--- src/rtl/spm_arbiter.sv ---
// Single-port SPM arbiter between the IF fetch port and the MEM data port.
// Define ARB_FAIR_EN to enable the IF starvation counter (MAX_WAIT / CNT_W).
module spm_arbiter #(
  parameter int MAX_WAIT = 4,
  parameter int CNT_W    = 3
) (
  input  logic        clk,
  input  logic        reset,
  input  logic [29:0] if_addr,
  input  logic        if_as_,
  output logic [31:0] if_rd_data,
  output logic        if_rdy,
  output logic        if_busy,
  input  logic [29:0] mem_addr,
  input  logic        mem_as_,
  input  logic        mem_rw,
  input  logic [31:0] mem_wr_data,
  output logic [31:0] mem_rd_data,
  output logic        mem_rdy,
  output logic        mem_busy,
  output logic [29:0] spm_addr,
  output logic        spm_as_,
  output logic        spm_rw,
  output logic [31:0] spm_wr_data,
  input  logic [31:0] spm_rd_data
);

  typedef enum logic [1:0] {TAG_NONE, TAG_IF, TAG_MEM_RD, TAG_MEM_WR} tag_e;

  typedef struct packed {
    logic        as_n;
    logic        rw;
    logic [29:0] addr;
    logic [31:0] wr_data;
  } spm_req_t;

  tag_e     tag, tag_nxt;
  spm_req_t req;
  logic     if_req, mem_req, if_pri, if_gnt, mem_gnt;

  // Requests are masked during reset so every output falls to its idle value.
  assign if_req  = ~if_as_  & ~reset;
  assign mem_req = ~mem_as_ & ~reset;
  assign if_gnt  = if_req & (~mem_req | if_pri);
  assign mem_gnt = mem_req & ~if_gnt;

  assign if_busy  = if_req  & ~if_gnt;
  assign mem_busy = mem_req & ~mem_gnt;

`ifdef ARB_FAIR_EN
  localparam logic [CNT_W-1:0] MAX_CNT = CNT_W'(MAX_WAIT);
  logic [CNT_W-1:0] wait_cnt, wait_cnt_nxt;

  assign if_pri = (wait_cnt == MAX_CNT);

  // Counts consecutive IF losses; any edge where IF is not stalled clears it.
  always_comb begin
    wait_cnt_nxt = '0;
    if (if_busy) wait_cnt_nxt = (wait_cnt == MAX_CNT) ? wait_cnt : wait_cnt + 1'b1;
  end

  always_ff @(posedge clk) begin
    if (reset) wait_cnt <= '0;
    else       wait_cnt <= wait_cnt_nxt;
  end
`else
  assign if_pri = 1'b0;
`endif

  always_comb begin
    req     = '{as_n: 1'b1, rw: 1'b1, addr: '0, wr_data: '0};
    tag_nxt = TAG_NONE;
    if (mem_gnt) begin
      req     = '{as_n: 1'b0, rw: mem_rw, addr: mem_addr, wr_data: mem_wr_data};
      tag_nxt = mem_rw ? TAG_MEM_RD : TAG_MEM_WR;
    end else if (if_gnt) begin
      req     = '{as_n: 1'b0, rw: 1'b1, addr: if_addr, wr_data: '0};
      tag_nxt = TAG_IF;
    end
  end

  assign spm_as_     = req.as_n;
  assign spm_rw      = req.rw;
  assign spm_addr    = req.addr;
  assign spm_wr_data = req.wr_data;

  always_ff @(posedge clk) begin
    if (reset) tag <= TAG_NONE;
    else       tag <= tag_nxt;
  end

  // Return steering; reset kills an in-flight return in the same cycle.
  assign if_rdy      = (tag == TAG_IF) & ~reset;
  assign if_rd_data  = if_rdy ? spm_rd_data : '0;
  assign mem_rdy     = ((tag == TAG_MEM_RD) | (tag == TAG_MEM_WR)) & ~reset;
  assign mem_rd_data = ((tag == TAG_MEM_RD) & ~reset) ? spm_rd_data : '0;

endmodule

--- config.mk ---
export PLATFORM = sky130hd
export DESIGN_NAME = spm_arbiter
export DESIGN_NICKNAME = d
export VERILOG_FILES = /design/src/rtl/spm_arbiter.sv
export SDC_FILE = /design/constraint.sdc
export NUM_CORES = 1
export LEC_CHECK = 0
export ABC_AREA = 1
export CELL_PAD_IN_SITES_DETAIL_PLACEMENT = 1
export CELL_PAD_IN_SITES_GLOBAL_PLACEMENT = 1
export CORE_MARGIN = 2
export CORE_UTILIZATION = 10
export CTS_CLUSTER_DIAMETER = 40
export DETAILED_ROUTE_END_ITERATION = 6
export PLACE_DENSITY = 0.9
export REMOVE_ABC_BUFFERS = 1
export SETUP_SLACK_MARGIN = 0.1
export SYNTH_ARGS = -nofsm -noshare
export SYNTH_HDL_FRONTEND = slang
export SYNTH_SLANG_ARGS = --single-unit
--- constraint.sdc ---
create_clock -name clk -period 1.19 [get_ports clk]
set_clock_uncertainty 0.2 [all_clocks]
set_input_delay 0.119 -clock clk [delete_from_list [all_inputs] [get_ports clk]]
set_output_delay 0.119 -clock clk [all_outputs]
set_load 0.02 [all_outputs]
==> reports/metrics.cfg <==
[detailed_routing]
vias_per_cell=4.11
wl_microns=13700
drt_first_pass_iters=4
ant_nets=0
wire_per_inst_microns=18.3
vias=3077
drc=0
detail_route.iter0.violations=45

[final_layout]
fin_area_sq_mm=0.00628
synthToLayoutAreaGrowth_pct=414
final_cells=748
nets=731
n_fill_cell=1289
largest_reg_flops=2
final_layout_size_suffix_gt1_share_pct=65.7
reg_top3=tag x2
largest-register=tag

[place]
gp_congestion=0.734
placedCellCount=684
place_area_sq_mm=0.00401
port_buffers=259
place.detailed.hpwl_microns=7630

[synthesis]
async_flop_share_pct=0
synth-compound-area-share_pct=0.410
synthTopCellsByCount=nor2_1 (98), inv_1 (68), nand2_1 (61)
yosysMostFrequentCell=nor2_1
synth_top_family_by_area=simple AND/OR/NAND/NOR gates
synthCells=289
seq_area_frac_synth_pct=3.28
synth_area_leaders=nor2_1 (30%), inv_1 (21%), nand2_1 (19%), nand3_1 (12%), buf_2 (4.9%)
synthAdderAreaFrac_pct=0
syn_area_sq_mm=0.00122
yosys.area_share.simple_pct=65.3
synthFlopType=dfxtp_1
yosys_warnings=0
synthMuxAreaShare_pct=0
synth.distinct_cells=17
synth_xor_area_share_pct=0
synth_area_leader_cell=nor2_1
synth_edf_count=0
synth-seq-cells=2
netlist.area_leader.share_pct=30.1
avgSynthCellArea_sq_um=4.23

[cts]
h-tree-depth=1
cts_tree=done
cts_buffers=3
cts_hold_buffers=0
clk_transition_reported_paths_ps=30
clock_tree.root_cell=clkbuf_16
cts.path.max_buffers=2
clock_sinks=2

[worst_setup_path]
crit_required_ps=870
criticalPathCategory=register to output port
cp.arrival_ps=1280
cp_max_fo=5
cp-start-kind=register
endpoint_kind=output port

[floorplan]
core-area_sq_mm=0.0120
ios=261
die_w_microns=115
start_util_pct=10.2
rows=40
dieArea_sq_mm=0.0131
die_height_microns=115

[sta]
layout_setup_ws_ps=-409
final.min_clock_period_ps=1600
rsz0062_at_grt=true
slew_violations=0
finalCritPeriodShare_pct=134
setup_viol=120
timing.fmax_mhz=625
finalHoldViolCount=0

[pwr]
vdd_ir_drop_max_uv=450
p_leak_nw=3.04
finalPower_mw=2.67
p_per_area_mw_per_mm2=425

[worst_hold_path]
hp-class=input pin to register

[grt]
antenna_found_initial=0
grt_pass1_vias=3492
grt_overflow_total=0
grt_pass1_wl_microns=18400
grt_usage_pct=17.9
grt_max_degree=19

[run_status]
status=finished with violations
violations=negative setup slack

[run]
drv_cap=0

==> through the flow <==
| step | util (%) | TNS (ps) | hold WS (ps) | setup WS [ps] |
|---|---|---|---|---|
| global route | 52.5 | -30100 | 124 | -447 |
| finish | 52.5 | -25460 | 107 | -409 |
| floorplan | - | -23150 | 31.7 | -285 |
| global placement | 33.5 | -117680 | 594 | -988 |
| CTS | 44.6 | -25010 | 102 | -425 |
| detailed placement | 33.5 | -121940 | 612 | -1040 |
==> logic make-up (layout without fill, tap and decap cells) <==
| kind of cell | count (synthesis) | in the layout |
|---|---|---|
| buffers and inverters | 89 | 400 |
| and+or+nand+nor | 196 | 196 |
| other | 1 | 2 |
| DFF | 2 | 2 |
| AOI/OAI and AO/OA | 1 | 1 |
==> layout make-up <==
| cell class | instances | area (sq um) | share of cell area [%] |
|---|---|---|---|
| Timing Repair Buffer | 328 | 3780 | 60.2 |
| Multi-Input combinational cell | 198 | 1920 | 30.5 |
| Inverter | 69 | 277 | 4.40 |
| Tap cell | 147 | 184 | 2.93 |
| Clock buffer | 3 | 75.1 | 1.20 |
| Sequential cell | 2 | 45.0 | 0.717 |
| Antenna cell | 1 | 2.50 | 0.0399 |
==> power by group <==
part / internal, mW / switching [mW]
logic: 1.10 / 0.987
registers: 0.0719 / 0.00707
clock network: 0.427 / 0.0745
total: 1.60 / 1.07
==> timing repair <==
action / in CTS / in global routing
setup endpoints to repair: 133 / 131
pin swaps: 69 / 54
gates resized for setup: 1012 / 183
buffers inserted: 33 / 15
cloned: 12 / 2
==> worst paths after layout <==
kind | from | endpoint | slack [ps] | cells past startpoint
worst min-delay path | mem_as_ | tag[0]$_SDFF_PP0_ | 110 | 4
worst max-delay path | tag[0]$_SDFF_PP0_ | mem_rd_data[24] | -410 | 6
==> routing by layer <==
layer	up-vias	GRT usage, %	wire length (microns)
li1	1443	-	-
met1	1457	17.4	4440
met2	159	37.2	8040
met3	18	4.71	993
met4	0	3.66	197
met5	-	0	0
==> cell usage in the layout, fill, tap and decap left out, types with 2 or more instances in the layout <==
master | netlist | routed
nor2_2 | 2 | 23
buf_4 | 5 | 25
nor2_4 | 0 | 71
buf_6 | 1 | 141
dlygate4sd2_1 | 0 | 43
clkbuf_16 | 0 | 5
nand3_4 | 0 | 13
nand2_4 | 0 | 30
inv_1 | 68 | 62
buf_16 | 0 | 12
nand3_2 | 2 | 9
nand3_1 | 30 | 10
nand2_2 | 1 | 30
inv_4 | 0 | 2
inv_2 | 1 | 4
nor2_1 | 98 | 6
buf_12 | 0 | 16
buf_8 | 0 | 7
clkdlybuf4s50_1 | 0 | 82
==> critical path, cell delays in order, from the launching register on <==
cell,delay (ps)
dfxtp_4,350
inv_4,60
nand3_4,120
buf_12,180
buf_6,130
nor2_4,110
buf_6,120
Power figures use the tool's default switching activity.
